$ cat src/rtl/ic74138_decoder_sync_if.sv
// Decoder bus: enable/select toward the decoder, registered decode and status back.
interface ic74138_decoder_sync_if #(
    parameter int unsigned CNT_W = 8
);
    logic [2:0]       I;
    logic [2:0]       S;
    logic [7:0]       D;
    logic [7:0]       D_oh;
    logic             en;
    logic [CNT_W-1:0] en_cnt;

    modport master (
        output I, S,
        input  D, D_oh, en, en_cnt
    );

    modport slave (
        input  I, S,
        output D, D_oh, en, en_cnt
    );
endinterface

$ cat src/rtl/ic74138_decoder_sync.sv
// Registered 74138-style 3-to-8 decoder with one-hot copy, enable flag and a
// saturating count of enabled cycles.
module ic74138_decoder_sync #(
    parameter int unsigned CNT_W = 8
) (
    input  logic                   clk,
    input  logic                   rst,
    ic74138_decoder_sync_if.slave  bus
);
    localparam int unsigned OUT_W = 8;

    logic             enabled;
    logic [OUT_W-1:0] d_next;
    logic             cnt_sat;

    // G1 high with both G2 strobes low is the only enabling combination.
    always_comb begin
        enabled = 1'b0;
        d_next  = '1;
        enabled = bus.I[2] & ~bus.I[1] & ~bus.I[0];
        if (enabled) begin
            d_next = ~(OUT_W'(1) << bus.S);
        end
    end

    assign cnt_sat = &bus.en_cnt;

    always_ff @(posedge clk or posedge rst) begin
        if (rst) begin
            bus.D      <= '1;
            bus.D_oh   <= '0;
            bus.en     <= 1'b0;
            bus.en_cnt <= '0;
        end else begin
            bus.D    <= d_next;
            bus.D_oh <= ~d_next;
            bus.en   <= enabled;
            if (enabled && !cnt_sat) begin
                bus.en_cnt <= bus.en_cnt + CNT_W'(1);
            end
        end
    end
endmodule

$ cat src/flat_wrapper.sv
// flat-port wrapper written by rule: the top's interface ports become plain ports
module ic74138_decoder_sync_flat 
#(
    parameter int unsigned CNT_W = 8
)
  (clk, rst, bus_I, bus_S, bus_D, bus_D_oh, bus_en, bus_en_cnt);
  ic74138_decoder_sync_if #(.CNT_W(CNT_W)) bus_i ();
  input  logic clk;
  input  logic rst;
  input wire logic [$bits(bus_i.I)-1:0] bus_I;
  input wire logic [$bits(bus_i.S)-1:0] bus_S;
  output wire logic [$bits(bus_i.D)-1:0] bus_D;
  output wire logic [$bits(bus_i.D_oh)-1:0] bus_D_oh;
  output wire logic [$bits(bus_i.en)-1:0] bus_en;
  output wire logic [$bits(bus_i.en_cnt)-1:0] bus_en_cnt;
  assign bus_i.I = bus_I;
  assign bus_i.S = bus_S;
  assign bus_D = bus_i.D;
  assign bus_D_oh = bus_i.D_oh;
  assign bus_en = bus_i.en;
  assign bus_en_cnt = bus_i.en_cnt;
  ic74138_decoder_sync #(.CNT_W(CNT_W)) u_core (.clk(clk), .rst(rst), .bus(bus_i));
endmodule
$ cat config.mk
export PLATFORM = sky130hd
export DESIGN_NAME = ic74138_decoder_sync_flat
export DESIGN_NICKNAME = d
export VERILOG_FILES = /design/src/rtl/ic74138_decoder_sync_if.sv /design/src/rtl/ic74138_decoder_sync.sv /design/src/flat_wrapper.sv
export SDC_FILE = /design/constraint.sdc
export NUM_CORES = 1
export LEC_CHECK = 0
export CAP_MARGIN = 20
export CORE_MARGIN = 3
export CORE_UTILIZATION = 30
export DETAILED_ROUTE_END_ITERATION = 16
export PLACE_DENSITY = 0.68
export SLEW_MARGIN = 20
export SYNTH_ARGS = -nofsm -noshare
export SYNTH_HDL_FRONTEND = slang
export SYNTH_SLANG_ARGS = --single-unit
$ cat constraint.sdc
create_clock -name clk -period 1.3 [get_ports clk]
set_input_delay 0.13 -clock clk [delete_from_list [all_inputs] [get_ports clk]]
set_output_delay 0.13 -clock clk [all_outputs]
set_load 0.05 [all_outputs]
==> out/metrics.csv <==
stage,metric,value,unit
placement,DP Area,0.00180,mm2
drt,via count,795,
yosys,largest family of logic cells by synthesized area,simple AND/OR/NAND/NOR gates,
clock_tree,Clock Pin Slew Worst Setup and Hold Paths,140,ps
timing,fmax,765,MHz
critical_path,Crit-path slowest cell,dfrtp_2,
placement,placed cell count,171,
yosys,adder-cell area share of the yosys netlist,0.0122,
critical_path,Startpoint Class,register,
timing,Final Slew Violations,0,
cells_and_area,# nets final,143,
clock_tree,TritonCTS Buffers,3,
yosys,"top cells by area, synth","dfrtp_1 42%, dfstp_2 21%, mux2_1 3.3%",
grt,largest net degree at the start of global routing,26,
critical_path,CP required,1520,ps
yosys,Yosys top cell area share,0.416,
die,Die Wd,64.4,um
critical_path,Critical Path End Type,register,
timing,final setup fails,1,
placement,PortBufs,32,
timing,Final min period,1310,ps
yosys,xor and xnor fraction of the mapped netlist area,0.00857,
timing,unrepaired setup endpoints after global routing,true,
critical_path,CP arrival,1530,ps
cells_and_area,layout cell share with drive strength beyond 1,0.556,
grt,gr ovfl total,0,
die,Die ar.,0.00414,mm2
grt,vias in the first global route,840,
critical_path,Crit path largest cell delay,430,ps
drt,Routed WL,2240,um
yosys,Synth Register Bits,25,
yosys,mux contribution to synthesized area,0.0477,
yosys,synth warn,0,
timing,worst hold margin,144,ps
timing,final setup margin,-7.39,ps
critical_path,R2R Setup Slk,-7,ps
yosys,post-synthesis cell area,0.00102,mm2
die,die height,64.4,um
clock_tree,CTS sink cnt,25,
placement,RePlAce Congestion,0.834,
yosys,register area share after synthesis,0.622,
critical_path,CP top delay family,flip-flops,
die,I/O pins,33,
yosys,Gate Count Post-Synth,79,
critical_path,worst reg2reg endpoint,u_core.bus.en_cnt[1],
status,failing checks,negative setup slack,
timing,Worst Max-Slew Pin Slew,314,ps
clock_tree,clk_lat worst skew,320,ps
clock_tree,hold_buf cts,0,
run,max-capacitance violation count,0,
power_and_ir_drop,pwr/cell area,1390,mW/mm2
yosys,syn nets,88,
critical_path,Worst Reg2Reg Path Length in Cells,4,
critical_path,CP Class,register to register,
timing,Hold Fails Final Rpt,0,
clock_tree,# H-tree levels,1,
drt,Residual DRC,0,
critical_path,CP max FO,5,
drt,Vias per Instance,4.49,
placement,DP HPWL,1790,um
timing,clk_skew,5.56,ps
grt,initial antenna violation count,0,
die,std cell rows,20,
worst_hold_path,Hold Path Class,input pin to async pin,
critical_path,CP cell instances,ha_4 > nand2_4 > o31ai_4 > mux2_4,
cells_and_area,Ant. Diodes,0,
cells_and_area,most frequent cells in the layout,"26 x buf_12, 18 x buf_4, 9 x dfrtp_1",
cells_and_area,"Design Area, Final",0.00185,mm2
drt,Iter 0 DRT Violations,16,
cells_and_area,Layout Cells excl Fill,177,
clock_tree,root buf cell,clkbuf_4,
grt,first-pass GRT wire length,3880,um
timing,Tcrit/Tclk final,1.01,
clock_tree,Clock Path Buffers,2,
power_and_ir_drop,static leakage power,0.000836,uW
yosys,syn_area_per_cell,12.9,um2
timing,normalized max-slew margin,0.791,
cells_and_area,"commonest non-fill, non-tap cell in the layout",buf_12,
yosys,Synth Area in Simple Gates,0.209,
drt,DRT Pass-1 Iters,4,
cells_and_area,Area Overhead vs Synth,81.3,%
drt,WL per Instance,12.7,um
critical_path,WP buf/inv,0,
yosys,post-synth top area cell,dfrtp_1,
grt,GR Util All Layers,0.122,
power_and_ir_drop,peak supply drop,0.875,mV
die,Core Area,0.00315,mm2
status,status,finished with violations,
clock_tree,TritonCTS clock tree,built,
yosys,compound-cell area share of the yosys netlist,0.0673,
drt,"antenna viol nets, final",0,
critical_path,Worst R2R Start,u_core.bus.en_cnt[0],
yosys,library cells used by synthesis,26,
die,Initial Util,0.324,
[kinds of logic after synthesis]
logic type | after synthesis
buf+inv | 7
fa+ha+maj | 1
compound gates | 7
mux | 4
xor+xnor | 1
flops | 25
simple gates | 34
[per-layer routing]
| layer | global-route usage | wire length [um] | vias up |
|---|---|---|---|
| met5 | 0 | 0 | - |
| met4 | 0.0580 | 44 | 0 |
| met3 | 0.0246 | 94 | 5 |
| met2 | 0.215 | 1120 | 26 |
| met1 | 0.140 | 985 | 381 |
| li1 | - | - | 383 |
[state kept, by name, summed over array words and instances (netlist names)]
| register | flops |
|---|---|
| u_core.bus.D | 8 |
| u_core.bus.D_oh | 8 |
| u_core.bus.en | 1 |
| u_core.bus.en_cnt | 8 |
[cells in the mapped netlist]
cell type  instances
and4b_4            1
and4b_2            1
dfstp_2            8
nor2_1             3
nor3_1             1
nor3b_2            1
inv_1              6
mux2_1             3
nand4_1            4
nand2b_1           1
xnor2_1            1
nor2b_1            3
a21oi_1            3
nand2_1            7
ha_1               1
dfrtp_1           17
nand3_1            3
o2111a_1           2
o31ai_4            1
nand3_4            1
o21ba_2            1
and3_1             4
and2_1             3
and2b_1            1
mux2_4             1
buf_6              1
[power breakdown]
group	switching (uW)	leakage [uW]	internal (uW)
combinational	572	0.000516	665
clock	233	0.0000177	115
sequential	112	0.000301	874
total	917	0.000836	1650
[repair_timing]
action	CTS	global route
gates cloned	0	0
gates resized for setup	0	0
setup buffers	1	1
endpoints found under the setup margin	1	3
pin swaps	1	0
[through the flow]
stage	TNS (ps)	power [uW]	setup WS [ps]	util
floorplan	-284	1530	-176	-
global placement	-2200	2130	-220	0.570
detailed placement	-3010	2150	-253	0.570
CTS	-16.4	2530	-16.4	0.581
global route	-89.0	2710	-52.3	0.588
finish	-7.39	2570	-7.39	0.588
[layout make-up]
cell class | instances | area (um2)
multi-input combinational | 47 | 377
clock inverter | 1 | 5.00
sequential | 25 | 646
timing repair buffer | 51 | 726
tap | 44 | 55.1
fill | 277 | 1300
inverter | 6 | 22.5
clock buffer | 3 | 22.5
[worst min-delay path, delay by kind of cell]
family,cells,cell delay (ps)
buffers and inverters,3,750
[how the worst max path moves through the flow]
stage | from | to | slack [ps] | cells past startpoint
after floorplan | u_core.bus.en_cnt[0] | u_core.bus.en_cnt[1] | -180 | 4
after global placement | bus_I[2] | u_core.bus.en_cnt[6] | -220 | 5
after detailed placement | bus_I[2] | u_core.bus.en_cnt[6] | -250 | 5
after CTS | u_core.bus.en_cnt[0] | u_core.bus.en_cnt[1] | -20 | 4
after global routing | u_core.bus.en_cnt[0] | u_core.bus.en_cnt[1] | -50 | 4
final | u_core.bus.en_cnt[0] | u_core.bus.en_cnt[1] | -7 | 4
Power figures use the tool's default switching activity.
